--- config.mk ---
export PLATFORM = sky130hd
export DESIGN_NAME = jericalla_instr_feeder
export DESIGN_NICKNAME = d
export VERILOG_FILES = /design/src/rtl/jericalla_instr_feeder.sv
export SDC_FILE = /design/constraint.sdc
export NUM_CORES = 1
export LEC_CHECK = 0
export CAP_MARGIN = 30
export CORE_MARGIN = 3
export CORE_UTILIZATION = 51
export CTS_CLUSTER_DIAMETER = 40
export DETAILED_ROUTE_END_ITERATION = 16
export GPL_TIMING_DRIVEN = 0
export PLACE_DENSITY_LB_ADDON = 0.12
export SYNTH_ARGS = -nofsm -noshare
export SYNTH_HDL_FRONTEND = slang
export SYNTH_SLANG_ARGS = --single-unit
export TNS_END_PERCENT = 5
--- constraint.sdc ---
create_clock -name CLK -period 3.9 [get_ports CLK]
set_clock_uncertainty 0.1 [all_clocks]
set_input_delay 1.17 -clock CLK [delete_from_list [all_inputs] [get_ports CLK]]
set_output_delay 1.17 -clock CLK [all_outputs]
set_load 0.03 [all_outputs]
--- src/rtl/jericalla_instr_feeder.sv ---
// Instruction sequencer for the Jericalla_Evolution core: a host-loaded program RAM
// issued one word per accepted cycle over a valid/ready handshake.
module jericalla_instr_feeder #(
  parameter int IW    = 17,
  parameter int DEPTH = 16,
  parameter int AW    = $clog2(DEPTH),
  parameter int LW    = AW + 1
) (
  input  logic          CLK,
  input  logic          RST,
  input  logic          ld_en,
  input  logic [AW-1:0] ld_addr,
  input  logic [IW-1:0] ld_data,
  input  logic [LW-1:0] prog_len,
  input  logic          start,
  input  logic          abort,
  output logic [IW-1:0] instruction,
  output logic          instr_valid,
  input  logic          core_ready,
  output logic [AW-1:0] pc,
  output logic          busy,
  output logic          done,
  output logic [15:0]   stall_cnt
);

  typedef enum logic [1:0] {
    S_IDLE,
    S_RUN,
    S_DONE
  } state_t;

  state_t        r_state;
  logic [IW-1:0] r_mem [DEPTH];
  logic [LW-1:0] r_len;
  logic [IW-1:0] r_instr;
  logic          r_valid;
  logic [AW-1:0] r_pc;
  logic [15:0]   r_stall;

  logic          w_ld_ok;
  logic          w_xfer;
  logic          w_last;
  logic [LW-1:0] w_len_eff;

  // Requests longer than the RAM are clipped so the pc can never wrap.
  assign w_len_eff = (prog_len > LW'(DEPTH)) ? LW'(DEPTH) : prog_len;
  assign w_ld_ok   = ld_en && (r_state != S_RUN);
  assign w_xfer    = r_valid && core_ready;
  assign w_last    = ({1'b0, r_pc} == (r_len - 1'b1));

  // NOTE: program storage has no reset; contents survive RST so a program can be rerun.
  always_ff @(posedge CLK) begin
    if (w_ld_ok) r_mem[ld_addr] <= ld_data;
  end

  // NOTE: all state and outputs use non-blocking assignments so every register
  // updates from the same pre-edge values.
  always_ff @(posedge CLK) begin
    if (RST) begin
      r_state <= S_IDLE;
      r_len   <= '0;
      r_instr <= '0;
      r_valid <= 1'b0;
      r_pc    <= '0;
      r_stall <= '0;
    end else begin
      case (r_state)
        S_IDLE, S_DONE: begin
          if (r_state == S_DONE && abort) begin
            r_state <= S_IDLE;
          end else if (start && !ld_en) begin
            r_len   <= w_len_eff;
            r_pc    <= '0;
            r_stall <= '0;
            if (w_len_eff == '0) begin
              r_state <= S_DONE;
            end else begin
              r_state <= S_RUN;
              r_instr <= r_mem[0];
              r_valid <= 1'b1;
            end
          end
        end
        S_RUN: begin
          if (abort) begin
            r_state <= S_IDLE;
            r_valid <= 1'b0;
            r_pc    <= '0;
          end else if (w_xfer) begin
            if (w_last) begin
              r_valid <= 1'b0;
              r_state <= S_DONE;
            end else begin
              r_pc    <= r_pc + 1'b1;
              r_instr <= r_mem[r_pc + 1'b1];
            end
          end else if (r_valid && (r_stall != 16'hFFFF)) begin
            r_stall <= r_stall + 16'd1;
          end
        end
        default: r_state <= S_IDLE;
      endcase
    end
  end

  assign instruction = r_instr;
  assign instr_valid = r_valid;
  assign pc          = r_pc;
  assign busy        = (r_state == S_RUN);
  assign done        = (r_state == S_DONE);
  assign stall_cnt   = r_stall;

endmodule

==> impl_metrics.env <==
export IMPL_rsz0062_at_grt="yes"
export IMPL_yosysMostFrequentCell="edfxtp_1"
export IMPL_total_power_mw=7.73
export IMPL_ys_types=58
export IMPL_synthArstFlopShare_pct=0
export IMPL_crit_path_max_fanout=9
export IMPL_finalHoldViolations=0
export IMPL_crit_type="reg2out"
export IMPL_timing_final_crit_share_pct=99.2
export IMPL_dieHeight_um=164
export IMPL_start_kind="register"
export IMPL_critical_path_startpoint="r_state[0]$_SDFFE_PP0P_"
export IMPL_finalWirelength_um=28500
export IMPL_r2r_start="pc[1]$_SDFFE_PP0P_"
export IMPL_drt_wirelength_per_cell_um=23.9
export IMPL_cts_hold_buf=0
export IMPL_syn2layout_area_growth_pct=22.7
export IMPL_track_usage_pct=21.8
export IMPL_num_io_pins=72
export IMPL_antenna_found_initial=1
export IMPL_postPlaceCellArea_um2=14300
export IMPL_overflow=0
export IMPL_synth_edff_count=272
export IMPL_cellLeakagePower_nw=4.93
export IMPL_io_buffers=71
export IMPL_synth_seq_cells=317
export IMPL_grt_max_degree=17
export IMPL_row_count=57
export IMPL_syn_nets=739
export IMPL_slew_violations=0
export IMPL_clk_pin_slew_ps=50
export IMPL_clkLatencyLatePin_ps=510
export IMPL_outcome="finished clean"
export IMPL_min_from="instruction[13]$_SDFFE_PP0P_"
export IMPL_switching_share_pct=20.6
export IMPL_dp_cells=1119
export IMPL_cts_sinks=317
export IMPL_cts_setup_buffers=0
export IMPL_fin_area_um2=15600
export IMPL_endpoint_kind="output port"
export IMPL_p_switching_mw=1.59
export IMPL_via_count=7108
export IMPL_drc=0
export IMPL_fmax_mhz=259
export IMPL_antenna_cells=0
export IMPL_synth_top_area_cell="edfxtp_1"
export IMPL_core_um2=24500
export IMPL_die_w_um=164
export IMPL_synth_top_area_share_pct=64.1
export IMPL_layoutNonFillerInstCount=1190
export IMPL_cp_required_ps=2630
export IMPL_cts_buffers=39
export IMPL_cts_tree="built"
export IMPL_drive_gt1_share_pct=21.8
export IMPL_final_antenna_net_count=0
export IMPL_drt_initial_drc_count=829
export IMPL_dieArea_um2=26900
export IMPL_ir_worst_vdd_uv=249
export IMPL_worstMarginPinSlew_ps=935
export IMPL_max_slew_margin_pct=37.5
export IMPL_p_int_mw=6.14
export IMPL_syn_area_um2=12700
export IMPL_syn_inst=704
export IMPL_ys_seq_area_share_pct=71.2
export IMPL_cap_viol_max_count=0
export IMPL_yosys_most_used_dff="edfxtp_1"
export IMPL_yosys_top_cells_count="edfxtp_1 (272), mux4_2 (68), mux2i_1 (53)"
export IMPL_synth_warnings=0
export IMPL_grt_pass1_wl_um=43100
export IMPL_netlist_top_cells_area="edfxtp_1 (64%), mux4_2 (12%), dfxtp_1 (7.1%), mux2i_1 (4.2%), a32oi_1 (1.2%)"
export IMPL_vias_per_cell=5.97
export IMPL_first_global_vias=7207
export IMPL_setup_violations=0
export IMPL_avgSynthCellArea_um2=18.1
export IMPL_combPwrFrac_pct=4.2
export IMPL_period_minus_slack_ps=3870
export IMPL_clockPowerShare_pct=47.1
export IMPL_gp_congestion=0.881
export IMPL_fin_nets=871
export IMPL_cts_max_level=2
export IMPL_crit_arrival_ps=2600
export IMPL_root_buffer="clkbuf_16"
export IMPL_hold_class="reg2reg"
export IMPL_cts_buffer_depth=3
export IMPL_power_density_nw_per_um2=494
export IMPL_drt_pass1_iter_count=5
export IMPL_pwr_share_seq_pct=48.6
export IMPL_dp_hpwl_um=19000
export IMPL_initial_utilization_pct=52.1
==> area by class of cell <==
type	count	area (um^2)
Sequential cell	317	9070
Timing Repair Buffer	92	1090
Clock buffer	47	1060
Multi-Input combinational cell	327	3500
Fill cell	1663	8830
Buffer	32	138
Tap cell	324	405
Clock inverter	24	273
Inverter	27	101
==> worst max-delay path, cell delays in order (launching register included) <==
cell and delay (ps):
dfxtp_1 500, or2b_1 480, inv_1 360, clkdlybuf4s50_1 740
==> logic make-up after synthesis <==
kind of cell / after synthesis / share of synthesized area (%)
flip-flops: 317 / 71.2
multiplexers: 122 / 16.3
AND/OR/NAND/NOR: 116 / 5.28
AO/OA/AOI/OAI: 72 / 3.94
buffers and inverters: 60 / 1.91
XOR/XNOR: 14 / 1.13
adder cells (fa/ha/maj): 3 / 0.295
==> repair_timing <==
| action | in CTS | in global routing |
|---|---|---|
| endpoints found under the setup margin | 3 | 8 |
| gates cloned | 0 | 0 |
| resized for setup | 1 | 1 |
==> power groups by stage <==
stage	clock [mW]	sequential, mW	combinational [mW]
floorplan	0	3.85	0.123
global placement	0	3.83	0.295
detailed placement	0	3.83	0.325
CTS	3.69	3.76	0.326
global route	3.84	3.76	0.350
finish	3.64	3.76	0.325
==> sequential cells by signal (all words and copies together) (netlist names) <==
signal	flops
r_mem	272
instruction	17
stall_cnt	16
r_len	5
pc	4
r_state	2
instr_valid	1
==> path summary, 6_finish.rpt <==
kind,end,slack (ps),depth (start not counted)
hold reg to reg,instruction[13]$_SDFFE_PP0P_,360,2
setup / recovery,busy,30,3
hold / removal,instruction[13]$_SDFFE_PP0P_,360,2
setup reg to reg,instruction[13]$_SDFFE_PP0P_,220,9
==> routing by layer <==
layer | track usage [%] | share of wire (%) | vias to the layer above
li1 | - | - | 3143
met1 | 30.6 | 43 | 3667
met2 | 35.7 | 49 | 261
met3 | 4.21 | 6.6 | 37
met4 | 5.61 | 1.6 | 0
met5 | 0 | 0 | -
==> metrics by stage <==
step	hold WS [ps]	utilization (%)	setup WS, ps	setup TNS [ps]
2_1_floorplan	345	-	280	0
3_3_place_gp	362	56.6	-1610	-139940
3_5_place_dp	360	58.4	-545	-6870
4_1_cts	370	63.8	50.6	0
5_1_grt	376	63.9	-48.2	-48.2
6_report	362	63.9	32.1	0
==> placed cells by master, fill, tap and decap left out, drive strengths merged, types with 2 or more instances in the layout <==
cell type / instances
a21oi: 13
a32oi: 18
and2: 2
and3: 2
and4: 2
buf: 33
bufinv: 5
clkbuf: 67
clkdlybuf4s50: 71
clkinv: 13
clkinvlp: 4
dfxtp: 45
edfxtp: 272
ha: 3
inv: 29
mux2i: 53
mux4: 68
nand2: 20
nand2b: 3
nand3: 7
nand3b: 4
nand4: 10
nand4b: 3
nor2: 24
nor3: 10
nor3b: 4
nor4: 10
o21ai: 22
o22ai: 2
o31ai: 6
or2b: 2
or3: 3
or4: 5
xnor2: 9
xor2: 4
(Power assumes the default switching activity.)
